<file path="src/rtl/click_classifier_pkg.sv">
// Shared types and helpers for the multi-click gesture classifier.
// The FSM state is a plain 1-bit vector so it can be exported on a debug port.
package click_classifier_pkg;

  typedef logic [0:0] state_t;

  localparam state_t ST_IDLE = 1'b0;
  localparam state_t ST_WAIT = 1'b1;

  // Bits needed to hold values 0..value-1; never less than one bit.
  function automatic int clog2(input int value);
    int r;
    r = 0;
    while ((1 << r) < value) begin
      r = r + 1;
    end
    if (r < 1) begin
      r = 1;
    end
    return r;
  endfunction

endpackage

</file>
<file path="src/rtl/click_classifier_window_timer.sv">
// Gesture window timer: counts idle cycles from a restart and flags the last one.
// The count saturates at WINDOW-1, so it can never wrap while the window is open.
module window_timer
  import click_classifier_pkg::*;
#(
  parameter int WINDOW = 25_000_000,
  localparam int TW = clog2(WINDOW)
) (
  input  logic clk,
  input  logic rst,
  input  logic restart,
  input  logic run,
  output logic expire
);

  localparam logic [TW-1:0] LAST = TW'(WINDOW - 1);

  logic [TW-1:0] r_timer;

  always_ff @(posedge clk) begin
    if (rst || restart) begin
      r_timer <= '0;
    end else if (run && !expire) begin
      r_timer <= r_timer + TW'(1);
    end
  end

  assign expire = (r_timer == LAST);

endmodule

</file>
<file path="src/rtl/click_classifier.sv">
// Groups debounced press pulses into multi-click gestures and emits one
// registered event per gesture carrying its click count.
module click_classifier
  import click_classifier_pkg::*;
#(
  parameter int WINDOW     = 25_000_000,
  parameter int MAX_CLICKS = 3,
  localparam int CW = clog2(MAX_CLICKS + 1)
) (
  input  logic          clk,
  input  logic          rst,
  input  logic          press,
  output logic          evt_valid,
  output logic [CW-1:0] evt_count,
  output logic          busy,
  output state_t        dbg_state
);

  localparam logic [CW-1:0] MAX_C = CW'(MAX_CLICKS);

  state_t        r_state;
  logic [CW-1:0] r_cnt;
  logic          r_evt_valid;
  logic [CW-1:0] r_evt_count;
  logic          r_busy;

  state_t        w_state_nxt;
  logic [CW-1:0] w_cnt_nxt;
  logic [CW-1:0] w_cnt_inc;
  logic          w_emit;
  logic [CW-1:0] w_emit_cnt;
  logic          w_expire;
  logic          w_restart;
  logic          w_run;

  // Holding the timer in restart while idle means every new gesture starts at 0,
  // and a press in WAIT restarts the window before the timeout is considered.
  assign w_restart = press || (r_state == ST_IDLE);
  assign w_run     = (r_state == ST_WAIT);

  window_timer #(
    .WINDOW (WINDOW)
  ) u_window_timer (
    .clk     (clk),
    .rst     (rst),
    .restart (w_restart),
    .run     (w_run),
    .expire  (w_expire)
  );

  assign w_cnt_inc = r_cnt + CW'(1);

  always_comb begin
    w_state_nxt = r_state;
    w_cnt_nxt   = r_cnt;
    w_emit      = 1'b0;
    w_emit_cnt  = r_cnt;
    if (r_state == ST_IDLE) begin
      if (press) begin
        if (MAX_CLICKS == 1) begin
          w_emit     = 1'b1;
          w_emit_cnt = CW'(1);
        end else begin
          w_state_nxt = ST_WAIT;
          w_cnt_nxt   = CW'(1);
        end
      end
    end else begin
      // A press beats a simultaneous timeout: it is counted and the window restarts.
      if (press) begin
        if (w_cnt_inc == MAX_C) begin
          w_emit      = 1'b1;
          w_emit_cnt  = w_cnt_inc;
          w_cnt_nxt   = '0;
          w_state_nxt = ST_IDLE;
        end else begin
          w_cnt_nxt = w_cnt_inc;
        end
      end else if (w_expire) begin
        w_emit      = 1'b1;
        w_emit_cnt  = r_cnt;
        w_cnt_nxt   = '0;
        w_state_nxt = ST_IDLE;
      end
    end
  end

  always_ff @(posedge clk) begin
    if (rst) begin
      r_state     <= ST_IDLE;
      r_cnt       <= '0;
      r_evt_valid <= 1'b0;
      r_evt_count <= '0;
      r_busy      <= 1'b0;
    end else begin
      r_state     <= w_state_nxt;
      r_cnt       <= w_cnt_nxt;
      r_evt_valid <= w_emit;
      if (w_emit) begin
        r_evt_count <= w_emit_cnt;
      end
      r_busy <= (w_state_nxt == ST_WAIT);
    end
  end

  assign evt_valid = r_evt_valid;
  assign evt_count = r_evt_count;
  assign busy      = r_busy;
  assign dbg_state = r_state;

endmodule

</file>
<file path="config.mk">
export PLATFORM = sky130hd
export DESIGN_NAME = click_classifier
export DESIGN_NICKNAME = d
export VERILOG_FILES = /design/src/rtl/click_classifier_pkg.sv /design/src/rtl/click_classifier_window_timer.sv /design/src/rtl/click_classifier.sv
export SDC_FILE = /design/constraint.sdc
export NUM_CORES = 1
export LEC_CHECK = 0
export ABC_AREA = 1
export CAP_MARGIN = 20
export CORE_MARGIN = 3
export CORE_UTILIZATION = 25
export DETAILED_ROUTE_END_ITERATION = 7
export SLEW_MARGIN = 20
export SYNTH_ARGS = -nofsm -noshare
export SYNTH_HDL_FRONTEND = slang
export SYNTH_SLANG_ARGS = --single-unit
</file>
<file path="constraint.sdc">
create_clock -name clk -period 2.37 [get_ports clk]
set_clock_uncertainty 0.05 [all_clocks]
set_input_delay 0.474 -clock clk [delete_from_list [all_inputs] [get_ports clk]]
set_output_delay 0.474 -clock clk [all_outputs]
set_load 0.01 [all_outputs]
</file>
# Word level (Yosys, flattened, before mapping)
# Index checks and enable logic that the tools add are counted.
# W data, S select, Z words.
classes:
  bitwise: 1
  mux: 17
  reduce_logical: 7
  eq_ne: 2
  addsub: 2
ops:
  columns: ["op", "count"]
  rows:
  - ["$add A25 B1 Y25 const B", 1]
  - ["$eq A25 B25 Y1 const B", 1]
  - ["$mux W2", 8]
  - ["$mux W1", 9]
  - ["$reduce_bool A2 Y1", 2]
  - ["$add A2 B1 Y2 const B", 1]
  - ["$eq A2 B2 Y1 const B", 1]
  - ["$logic_or A1 B1 Y1", 2]
  - ["$reduce_and A2 Y1", 1]
  - ["$logic_and A1 B1 Y1", 1]
  - ["$logic_not A1 Y1", 1]
  - ["$not A1 Y1", 1]
totals:
  word_cells: 34
  out_inout_bits: 5
  ff_bits: 31
  in_bits: 3

# Depth between registers and ports, before layout
logic_depth:
  word_depth: 5
  depth_mapped: 11
  depth_no_buf: 10

# Modules after synthesis
# Synthesis repeated with hierarchy kept, for this count alone.
unflattened:
  cells_unflattened: 281
  hier_area_um2: 1874.3
modules_own_cells:
  columns: ["module", "seq_area_each_um2", "area_per_inst_um2", "instances", "cells_per_inst"]
  rows:
  - ["window_timer", 500.5, 1517.7, 1, 235]
  - ["click_classifier", 120.1, 356.6, 1, 46]

# Worst setup path before layout
# Ideal clock, no wire load.
synth_path:
  kind: "register to register"
  start: "register u_window_timer.r_timer[0]"
  end: "register u_window_timer.r_timer[10]"
  period_less_slack_ps: 1648
  path_buffers: 1
  t_arrival_ps: 1473
  path_stages_with_launch: 12
  required_time_ps: 2195
  slack_ps: 722
  setup_time_ps: 125
  cell_sequence: "dfxtp_1 -> ha_1 -> nand3_2 -> clkinv_2 -> nand2_2 -> nor2_2 -> nand2_2 -> nand2_8 -> inv_4 -> buf_6 -> nand2_1 -> a21oi_2"
synth_between:
  elab_chain_len: 3
  word_cells_on_any_way: 4
  classes_between: "add/sub (1); eq/ne (1); reduce/logical (2)"
synth_rtl:
  columns: ["element", "line", "rtl"]
  rows:
  - ["from (decl)", "click_classifier_window_timer.sv:18", "logic [TW-1:0] r_timer;"]
  - ["from (signal assigned)", "click_classifier_window_timer.sv:24", "r_timer <= r_timer + TW'(1);"]
  - ["parallel branches: the longest is 3 deep, another holds $add A25 B1 Y25", null, null]
# Several ways; the timed one is not identified.
# A chain may end at the register's enable or synchronous reset.

# Final worst setup path
layout_path:
  start: "register u_window_timer.r_timer[0]"
  end: "register u_window_timer.r_timer[21]"
# Same word-level chain as after synthesis.

==> results.md <==
- NetSw: between 0.0002 and 0.00025 W
- CP Class: flop to flop
- First-pass GRT wire length: 7.52 mm
- Area Overhead vs Synth: 9.99%
- Nets: 322
- Height of the die: between 90 and 100 um
- Sw frac: between 20% and 30%
- Die area: about 9200 sq um
- Pint: approximately 0.00074 W
- LEAKAGE: ~0.74 nW
- Chip width: just under 100 um
- Max-slew violations: 0
- # DRC: 0
- Worst-Skew Late Latency: approximately 0.28 ns
- Synth Instances: 307
- Routed length per instance: 10.5 um
- Relative slew slack: about 75%
- Final ANT Viol Nets: 0
- Startpoint Class: flop
- Post-synth net total: 314
- Clk sinks: 31
- RSZ-0062 raised after global routing: no
- Post-CTS setup repair buffer count: 0
- Comb power frac: 7.2%
- Min Hold Slack: around 0.44 ns
- Yosys top cell area share: 30.6%
- Filler instances: approximately 860
- CTS Buf Count: 5
- Clock share of power: about two fifths
- Largest net degree at the start of global routing: 27
- Yosys top cell by area: dfxtp_1
- Final WL: between 4 and 5 mm
- Detail Placement HPWL: between 3 and 4 mm
- Yosys reg bits: 31
- Io pins: 8
- CTS Buffer Depth: 2
- Critical Path Sink Type: flop
- Share of cells above drive strength 1: between 10% and 20%
- Final Cycle Share: 86.0%
- Routability cong.: between 0.8 and 0.9
- Peak Freq: approximately 500 MHz
- Worst path required time: around 2.5 ns
- Mapped Area: slightly above 2000 sq um
- Area of the multi-input gates: approximately 1200 sq um
- Worst slew pin tran: approximately 0.37 ns
- Number of vias per cell: 4.38
- Crit path time final: between 2 and 2.5 ns
- Cts hold-fix bufs: 0
- DR iter-0 viols: 135
- Final hold viol count: 0
- Netlist cell types: 24
- Initial antenna violation count: 0
- Status: finished clean
- Post-synthesis sequential area ratio: a little over 30%
- Antenna cells: 0
- YS warnings: 0
- Hold/Removal Path Class: flop to flop
- Port buffer count: 7
- CORE AREA: roughly 7800 sq um
- VDD IR max: between 0.0002 and 0.00025 V
- Root Driver: clkbuf_8
- Rows: 32
- First-pass DRT Iterations: 4
- Setup TNS: 0 ns
- Final setup vio count: 0
- Clock transition at path regs: around 0.06 ns
- Max Fanout on Critical Path: 26
- Worst Path Arrival: 2.15 ns
- H-tree Lvls: 2
- Max-Cap Viols: 0
- CTS tree: done
- Via count: ~1800
- Reg area: 621 sq um
- Tot GR Track Use: roughly 10%
- Initial core utilization: approximately 26%
- CTS resizes: 0
- Cell area power density: ~440 nW/um^2
- Syn_area_per_cell: ~6.6 sq um
- GRT overflow: 0
- Vias in the first global route: around 1700
- Largest cells by area after synthesis: dfxtp_1 31%, nand2_1 21%, nor2_1 9.3%
- Flop pwr share: approximately 55%
worst paths after layout:
check	depth (start not counted)	to	slack [ns]	from
setup reg to reg	10	u_window_timer.r_timer[21]	0.33	u_window_timer.r_timer[0]
hold reg to reg	2	evt_count[1]	0.44	evt_count[1]
hold / removal	2	evt_count[1]	0.44	evt_count[1]
setup / recovery	10	u_window_timer.r_timer[21]	0.33	u_window_timer.r_timer[0]
power groups by stage:
stage / clock network, W / logic [W] / registers, W
floorplan: 0 / 0.0000617 / 0.000544
global placement: 0 / 0.0000706 / 0.000544
detailed placement: 0 / 0.0000709 / 0.000544
CTS: 0.000391 / 0.0000712 / 0.000532
global route: 0.000408 / 0.0000801 / 0.000533
finish: 0.000375 / 0.0000700 / 0.000532
cell families (layout without fill, tap and decap cells):
group	count (synthesis)	count (layout)	share of synthesized area [%]
AOI/OAI and AO/OA	32	32	11.4
and+or+nand+nor	196	196	41.1
DFF	31	31	30.6
adders and majority gates	4	4	2.47
buffers and inverters	29	36	7.96
xor gates and xnor gates	15	15	6.48
metal layers:
layer | GRT usage, % | share of wire [%]
met1 | 13.6 | 49
met2 | 16.4 | 45
met3 | 2.81 | 4.8
met4 | 2.84 | 0.91
met5 | 0 | 0
Yosys cell counts (all sizes together):
cell type and number:
nand2 129, nor2 52, dfxtp 31, a21oi 25
inv 21, xor2 12, nand3b 8, buf 7
o21ai 7, nand3 6, ha 4, xnor2 3
clkinv 1, nor3 1
registers in the layout, indices dropped and copies added, names as in the netlist:
name and cells:
u_window_timer.r_timer 25, evt_count 2, r_cnt 2, busy 1, evt_valid 1
final cells by class:
class	count	share of cell area, %
well taps	102	5.72
multi-input cells	247	55.9
inverters	22	3.87
flip-flops and latches	31	27.8
repair buffers	8	3.48
clock buffers	6	3.25
placed cells by master, fill, tap and decap left out:
cell type | Yosys | layout
clkdlybuf4s50_1 | 0 | 7
nand2_1 | 115 | 115
clkinv_2 | 1 | 1
xor2_1 | 12 | 12
clkbuf_1 | 0 | 1
ha_1 | 4 | 4
dfxtp_1 | 31 | 31
clkbuf_8 | 0 | 5
xnor2_1 | 3 | 3
nand3_2 | 1 | 1
nor3_1 | 1 | 1
nand2_2 | 13 | 13
a21oi_2 | 19 | 19
inv_4 | 1 | 1
o21ai_0 | 7 | 7
nor2_2 | 2 | 2
nand3b_1 | 8 | 8
buf_4 | 1 | 1
inv_1 | 20 | 20
nand3_1 | 5 | 5
nand2_8 | 1 | 1
a21oi_1 | 6 | 6
nor2_1 | 50 | 50
worst max-delay path: stages, from the launching register on:
cell      delay, ns
dfxtp_1        0.42
ha_1           0.32
nand3_2        0.15
clkinv_2       0.11
nand2_2        0.05
nor2_2         0.14
nand2_2        0.12
nand2_8        0.20
inv_4          0.16
nand2_1        0.13
a21oi_2        0.05
through the flow:
stage / area [sq um] / setup WS [ns] / power, W / cells / utilization (%)
floorplan: 2030 / 0.722 / 0.000605 / 307 / -
global placement: 2160 / 0.363 / 0.000614 / 410 / 27.6
detailed placement: 2160 / 0.331 / 0.000615 / 410 / 27.6
CTS: 2230 / 0.319 / 0.000994 / 416 / 28.6
global route: 2230 / 0.159 / 0.00102 / 416 / 28.6
finish: 2230 / 0.332 / 0.000977 / 416 / 28.6
Power figures use the tool's default switching activity.
